===== config.mk =====
export PLATFORM = sky130hd
export DESIGN_NAME = cla_parameterized
export DESIGN_NICKNAME = d
export VERILOG_FILES = /design/src/rtl/cla_pkg.sv /design/src/rtl/cla_group4.sv /design/src/rtl/cla_parameterized.sv
export SDC_FILE = /design/constraint.sdc
export NUM_CORES = 1
export LEC_CHECK = 0
export ABC_CLOCK_PERIOD_IN_PS = 800
export CAP_MARGIN = 20
export CORE_MARGIN = 5
export CORE_UTILIZATION = 39
export DETAILED_ROUTE_END_ITERATION = 8
export PLACE_DENSITY = 0.83
export SLEW_MARGIN = 15
export SYNTH_ARGS = -nofsm -noshare
export SYNTH_HDL_FRONTEND = slang
export SYNTH_SLANG_ARGS = --single-unit

===== constraint.sdc =====
create_clock -name clk -period 0.8 [get_ports clk]
set_input_delay 0.12 -clock clk [delete_from_list [all_inputs] [get_ports clk]]
set_output_delay 0.12 -clock clk [all_outputs]
set_load 0.03 [all_outputs]

===== src/rtl/cla_pkg.sv =====
// Shared constants for the carry-lookahead adder family.
// Group width and the group-count helper live here so every user agrees on them.
package cla_pkg;

  localparam int CLA_GROUP_W = 4;

  function automatic int ngroups(input int n);
    return (n + CLA_GROUP_W - 1) / CLA_GROUP_W;
  endfunction

endpackage


===== src/rtl/cla_group4.sv =====
// One 4-bit lookahead group: local sum bits plus group propagate/generate.
// Internal carries are flat sums of products, so there is no ripple path inside the group.
module cla_group4 (
  input  logic [3:0] a,
  input  logic [3:0] b,
  input  logic       ci,
  output logic [3:0] s,
  output logic       p_grp,
  output logic       g_grp
);

  logic [3:0] g;
  logic [3:0] p;
  logic [3:0] c;

  assign g = a & b;
  assign p = a ^ b;

  assign c[0] = ci;
  assign c[1] = g[0] | (p[0] & ci);
  assign c[2] = g[1] | (p[1] & g[0]) | (p[1] & p[0] & ci);
  assign c[3] = g[2] | (p[2] & g[1]) | (p[2] & p[1] & g[0]) | (p[2] & p[1] & p[0] & ci);

  assign s = p ^ c;

  assign p_grp = &p;
  assign g_grp = g[3] | (p[3] & g[2]) | (p[3] & p[2] & g[1]) | (p[3] & p[2] & p[1] & g[0]);

endmodule


===== src/rtl/cla_parameterized.sv =====
// n-bit two-level carry-lookahead adder with a registered {cout, sum} result.
// Operands are zero-padded up to a whole number of 4-bit groups.
module cla_parameterized
  import cla_pkg::*;
#(
  parameter int n = 16
) (
  input  logic         clk,
  input  logic         rst,
  input  logic [n-1:0] a,
  input  logic [n-1:0] b,
  input  logic         cin,
  output logic [n-1:0] sum,
  output logic         cout,
  output logic [n:0]   final_sum
);

  localparam int NG = ngroups(n);
  localparam int W  = NG * CLA_GROUP_W;

  logic [W-1:0]  a_pad;
  logic [W-1:0]  b_pad;
  logic [W-1:0]  s_pad;
  logic [NG-1:0] grp_p;
  logic [NG-1:0] grp_g;
  logic [NG:0]   grp_c;
  logic          cout_d;
  logic          unused_bits;

  assign a_pad    = W'(a);
  assign b_pad    = W'(b);
  assign grp_c[0] = cin;

  for (genvar j = 0; j < NG; j++) begin : g_group
    cla_group4 u_group (
      .a     (a_pad[CLA_GROUP_W*j +: CLA_GROUP_W]),
      .b     (b_pad[CLA_GROUP_W*j +: CLA_GROUP_W]),
      .ci    (grp_c[j]),
      .s     (s_pad[CLA_GROUP_W*j +: CLA_GROUP_W]),
      .p_grp (grp_p[j]),
      .g_grp (grp_g[j])
    );
  end

  // Each group carry is a flat OR of products: cin or some G*[k], qualified by every P* above it.
  for (genvar j = 0; j < NG; j++) begin : g_carry
    logic [j+1:0] terms;
    always_comb begin
      terms    = '0;
      terms[0] = cin;
      for (int m = 0; m <= j; m++) terms[0] = terms[0] & grp_p[m];
      for (int k = 0; k <= j; k++) begin
        terms[k+1] = grp_g[k];
        for (int m = k + 1; m <= j; m++) terms[k+1] = terms[k+1] & grp_p[m];
      end
    end
    assign grp_c[j+1] = |terms;
  end

  // With a partial last group the first pad bit has p=0, so its sum bit is exactly the carry out of bit n-1.
  if (n % CLA_GROUP_W == 0) begin : g_cout_full
    assign cout_d = grp_c[NG];
  end else begin : g_cout_part
    assign cout_d = s_pad[n];
  end

  assign unused_bits = ^{grp_c[NG], s_pad};

  always_ff @(posedge clk or posedge rst) begin
    if (rst) begin
      sum  <= '0;
      cout <= 1'b0;
    end else begin
      sum  <= s_pad[n-1:0];
      cout <= cout_d;
    end
  end

  assign final_sum = {cout, sum};

endmodule


==> results.md <==
* Outcome: finished with violations
* Failing checks: setup timing
* CTS Root Cell: clkbuf_4
* #FFs+latches synth at 17
* IO Pins at 69
* Main synth FF type: dfrtp_1
* Post-synth ARST share at 100%
* Pwr dens at roughly 1800 mW/mm2
* Hold WC Path Type: in -> async
* Vias per inst at 5.03
* Hold Fails Final Rpt at 0
* Clock Sinks at 17
* DRT iter0 DRCs at 31
* Compound-Gate Fraction of Synth Area at between 10% and 20%
* Placement Setup Slack at -1.46 ns
* Max VDD drop at 0.000729 V
* Grt total ovfl at 0
* GRT Overall Usage at 22.4%
* Cells along the critical path: buf_8 > ha_4 > a21oi_2 > buf_4 > nor2b_1 > nor2_1 > nor2b_1 > o21ai_1 > nand2_1 > fa_2 > xor2_1
* Chip width at 66.8 um
* Routed vias at approximately 1.3k
* CP dominant cell by count: nor2b_1
* Grt met2 use at 45.5%
* Largest net degree at the start of global routing at 18
* Setup TNS at -16.48 ns
* CTS tree: yes
* Number of global-route vias before repair at 1460
* Max incr delay on CP at 0.37 ns
* Synth cell count leaders: 17 x buf_4, 17 x dfrtp_1, 16 x ha_1
* Avg WL per Cell at 18.4 um
* Fill cells at 165
* First-pass GRT wire length at 7310 um
* Max cap viols at 0
* Post-DP HPWL at approximately 3300 um
* Sequential area share after synthesis at 33.8%
* Clock buffer depth at 2
* Max Freq at slightly above 600 MHz
* Yosys warning count at 0
* Adder-Cell Fraction of Synth Area at about 22%
* Setup ws final at -0.818 ns
* Drt total wl at 4900 um
* Synth unique cells at 31
* Min cycle time layout at approximately 1.6 ns
* Share of cells above drive strength 1 at 71.2%
* FF+latch area at 445 um2
* P&R area growth vs syn at 101%
* Max Slew Vio Count at 0
* GR Util met3 at 1.52%
* Top-area cell type share of the netlist area at 33.8%
* CP Class: in -> reg
* Mapped Cells at 123
* Crit. End Element: flip-flop
* Final setup viols at between 40 and 50
* Drt drc at 0
* XOR/XNOR Fraction of Synth Area at 6.26%
* Combinational family with the most area after synthesis: adder cells
* Post-synthesis mux area share at 0%
* Pre-antenna DRT Iters at 4
* Slowest-stage cell, CP: fa_2
* Port bufs at 68
* Hold-fix buffers, CTS at 0
* H-tree depth at 1
* Multi-input gate area at ~940 um2
* Starting Density at between 40 and 50%
* Final ANT Viol Nets at 0
* Post-synth EDFFs at 0
* Die Area at approximately 0.0045 mm2
* Period utilization at 202%
* CTS buffer count at 3
* Initial antenna violation count at 0
* Post-Syn Area at 0.00126 mm2
* Crit-path max FO at 2
* Die H at 66.8 um
* Required time worst endpoint at 1.00 ns
* CP Launch Type: input port
* Ant diodes at 0
* Synthesized net count at between 150 and 200
* Area after DPL at 0.00214 mm2
* Unrepaired setup endpoints after global routing: yes
* Simple-gate share of the synthesized area at between 10% and 20%
* Max_slew headroom at 80.9%
* Clk pin slew, worst setup/hold paths at about 0.12 ns
* Final instance area at 0.00253 mm2
* Critical Path AT at 1.82 ns
* Syn_area_per_cell at 10.2 um2
* Hold_ws at about 0.14 ns
* RePlAce Congestion at 0.865
* Row count at 20
* Area leader, netlist: dfrtp_1
* Nets at around 280
* Worst-Margin Slew at 0.285 ns
* Leakage at 1.16 nW
* Area contributors post-synth: dfrtp_1 34%, ha_1 16%, buf_4 10%
* Core Region at 0.00308 mm2
* GR peak layer: met2
* GR Util met1 at 23.4%
-- per-stage QoR --
step	std cells	power, mW	util (%)
6_report	266	4.50	82.4
5_1_grt	266	4.70	82.4
4_1_cts	260	4.30	79.3
3_5_place_dp	247	3.45	69.5
3_3_place_gp	247	3.37	69.5
2_1_floorplan	123	2.63	-
-- worst max-delay path: cells and delay by family --
family,cells,cell delay [ns]
AO/OA/AOI/OAI,2,0.34
XOR/XNOR,1,0.16
adder cells (fa/ha/maj),2,0.60
buffers and inverters,2,0.22
AND/OR/NAND/NOR,4,0.38
-- timing repair --
item / CTS / global route
buffers inserted: 9 / 9
pin swaps: 36 / 27
gates resized for setup: 140 / 22
cloned: 0 / 0
endpoints found under the setup margin: 51 / 49
-- sequential cells by signal, summed over array words and instances (netlist names) --
name  cells
cout      1
sum      16
-- kinds of logic (layout without fill, tap and decap cells) --
group | count (synthesis) | in the layout
fa+ha+maj | 20 | 20
simple gates | 25 | 25
buf+inv | 30 | 129
flops | 17 | 17
compound gates | 22 | 22
xor+xnor | 9 | 9
-- cells in the final DEF, fill, tap and decap left out, types with 4 or more instances in the layout --
master,synthesis,layout
buf_6,0,40
buf_4,17,39
dfrtp_2,0,16
ha_4,0,13
inv_1,13,11
buf_2,0,10
nor2_1,9,5
clkbuf_2,0,5
clkdlybuf4s15_1,0,5
clkdlybuf4s50_1,0,5
nor2_2,0,4
xor2_1,4,4
fa_2,0,4
dlygate4sd2_1,0,4
-- layer usage --
layer / share of wire [%] / up-vias
li1: - / 604
met1: 36 / 660
met2: 56 / 64
met3: 5.5 / 10
met4: 2.9 / 0
met5: 0 / -
-- cell type report --
type                       count  share of cell area [%]
tap                           44                    2.17
multi-input combinational     76                    36.9
clock inverter                 1                   0.197
sequential                    17                    17.6
inverter                      13                    2.22
clock buffer                   3                   0.888
timing repair buffer         112                    40.0
-- worst paths after layout --
path | start | endpoint | slack (ns) | depth (start not counted)
worst max-delay path | a[0] | sum[5] | -0.82 | 11
worst min-delay path | rst | sum[0] | 0.14 | 3
max in group asynchronous | rst | sum[9] | 0.50 | 3
min in group clk | a[0] | sum[0] | 0.22 | 4
-- where the power goes --
part | switching, mW | total (mW) | internal (mW)
clock network | 0.310 | 0.496 | 0.186
logic | 1.42 | 2.76 | 1.35
registers | 0.173 | 1.23 | 1.06
total | 1.90 | 4.50 | 2.59
Power figures use the tool's default switching activity.
==> RTL edit, RTL diff (config.mk and constraints unchanged) <==
Add an input register stage for `b`, without a reset; this delays it by one clock. The other inputs are not delayed to match.
--- a/src/rtl/cla_parameterized.sv
+++ b/src/rtl/cla_parameterized.sv
@@ -18,6 +18,12 @@
   localparam int NG = ngroups(n);
   localparam int W  = NG * CLA_GROUP_W;
 
+  logic [n-1:0] b_q;
+
+  always_ff @(posedge clk) begin
+    b_q <= b;
+  end
+
   logic [W-1:0]  a_pad;
   logic [W-1:0]  b_pad;
   logic [W-1:0]  s_pad;
@@ -28,7 +34,7 @@
   logic          unused_bits;
 
   assign a_pad    = W'(a);
-  assign b_pad    = W'(b);
+  assign b_pad    = W'(b_q);
   assign grp_c[0] = cin;
 
   for (genvar j = 0; j < NG; j++) begin : g_group
Formal check against the unedited RTL: not equivalent (Yosys sat finds a counterexample within 4 cycles, from zero or initial values and one cycle with rst high).
==> RTL edit against the unedited design <==
The flow still finishes with violations (setup timing). Power increased by 36%. Routed wire length shrank 20%. Sequential cell count grew 16. Worst setup slack lost 340 ps. Area after synthesis grew 26%. Final area rose by 16%. Critical path depth decreased by 2.
==> RTL edit: results (changes against the unedited design) <==
setup_path:
  arrival_ps: 2180  # +360 ps
  slowest_delay_ps: 520  # +150 ps
  crit_slowest_cell: "clkdlybuf4s50_1"
  rr_startpoint: "b_pad[3]"
  path_max_fanout: 4  # +2
  critical_path.startpoint: "a[7]"
global_routing:
  grt_max_degree: 18  # unchanged
  grtUsageTotal_pct: 15.4  # -7.0 points
  grtUsageMet1_pct: 14.5  # -8.8 points
  use_met2_pct: 28.7  # -17 points
  grt_pass1_vias: 1361  # -6.8%
  use_met3_pct: 5.61  # +4.1 points
  grt_pass1_wl_um: 6130  # -16%
  grt_antenna_before_repair: 0  # unchanged
power:
  ir_drop_mv: 1.24  # +71%
  p_leak_nw: 1.27  # +9.1%
  p_int_w: 0.00395  # +52%
outcome:
  status: "complete, but fails checks"
  violations: "setup timing"
hold_path:
  hold_class: "primary input to async pin"
sta:
  finalSetupViolCount: 51  # +4.1%
  relSlewSlack_pct: 80.2  # -0.62 points
  fin_ws_ps: -1150  # -335 ps
  fin_skew_ps: 4.22
placed_design:
  gp_congestion: 0.748  # -14%
  post-dp-hpwl_um: 2900  # -11%
  pre_cts_ws_ps: -1580  # -123 ps
cts:
  cts_buffers: 5  # +2
  clk_pin_slew_ps: 60  # -60 ps
  cts_root_buf: "clkbuf_8"
  h-tree-depth: 2  # +1
  clk_latency_ps: 280
  cts_hold_buffers: 0  # unchanged
yosys:
  ys.flop_type: "dfrtp_1"
  synthDistinctLibCells: 30  # -3.2%
  synth_compound_area_share_pct: 9.31  # -4.2 points
  synth_commonest_cells: "buf_4, dfrtp_1, dfxtp_1, ha_1, inv_1"
  yosysSeqAreaShare_pct: 47.0  # +13 points
  syn-num-nets: 196  # +10%
  synth-xor-area-share_pct: 6.62  # +0.36 points
  synth_adder_area_share_pct: 17.7  # -4.6 points
  synthTopCellsByArea: "dfrtp_1, dfxtp_1, ha_1"
  async_flop_share_pct: 51.5  # -48 points
detailed_routing:
  first_pass_iters: 3  # -1
  viasPerCell: 4.60  # -8.6%
  drt_iter0_markers: 54  # +74%
  post_drt_wl_per_cell_um: 13.9  # -24%
layout:
  drive_gt1_share_pct: 59.6  # -12 points
  fin_nets: 284  # +2.2%
[RTL edit: cell count changes in the layout (fill, tap and decap cells not counted), moves of 5 or more]
cell / change
buf_2: -10
buf_4: -12
buf_6: -5
clkbuf_2: -5
clkbuf_8: +5
clkdlybuf4s15_1: -5
clkdlybuf4s50_1: +23
dfxtp_1: +9
dfxtp_2: +7
nand2_1: +5
[RTL edit: through the flow]
step	cells	power (W)	hold WS (ps)	cell area (sq um)	TNS (ps)
floorplan	141	0.00365	45.0	1770	-11560
global placement	266	0.00438	444	2500	-18620
detailed placement	266	0.00444	463	2500	-19410
CTS	275	0.00599	155	2760	-19280
global route	280	0.00644	164	2940	-21880
finish	280	0.00612	159	2940	-19780
[RTL edit: cell families (layout without fill, tap and decap cells)]
group,after synthesis,after routing
DFF,33,33
and+or+nand+nor,28,28
buffers and inverters,28,117
adders and majority gates,20,20
xor gates and xnor gates,12,12
AOI/OAI and AO/OA,20,20
[RTL edit: metal layers]
metal / part of all wire [%] / vias up
met3: 8.0 / 11
li1: - / 631
met2: 57 / 50
met5: 0 / -
met4: 2.8 / 0
met1: 32 / 595
[RTL edit: what timing repair did]
item	in CTS	in global routing
setup buffers	3	5
pin swaps	19	12
resized for setup	51	23
endpoints found under the setup margin	51	51
gates cloned	0	0
[RTL edit: final cells by class]
cell class                 instances  area (sq um)
inverter                          11          41.3
multi-input combinational         80          1010
sequential                        33           774
clock buffer                       8          80.1
timing repair buffer              98           968
fill                             261          1040
tap                               50          62.6
[RTL edit: power groups by stage]
stage	combinational (W)	sequential (W)	clock (W)
floorplan	0.00120	0.00244	0
global placement	0.00231	0.00207	0
detailed placement	0.00237	0.00208	0
CTS	0.00265	0.00212	0.00123
global route	0.00299	0.00215	0.00130
finish	0.00282	0.00212	0.00118
[RTL edit: path summary, 6_finish.rpt]
kind                       cells after the start  slack (ps)        to
max                                            9       -1150   sum[12]
min                                            3         160    sum[4]
max reg2reg                                    9       -1140   sum[12]
min reg2reg                                    2         580    sum[7]
max in group asynchronous                      3         500    sum[3]
min in group clk                               1         270  b_pad[9]
[RTL edit: worst max-delay path: cells and delay by family]
family	cells	cell delay, ps
adders and majority gates	2	700
AOI/OAI and AO/OA	3	470
buffers and inverters	2	580
and+or+nand+nor	2	300
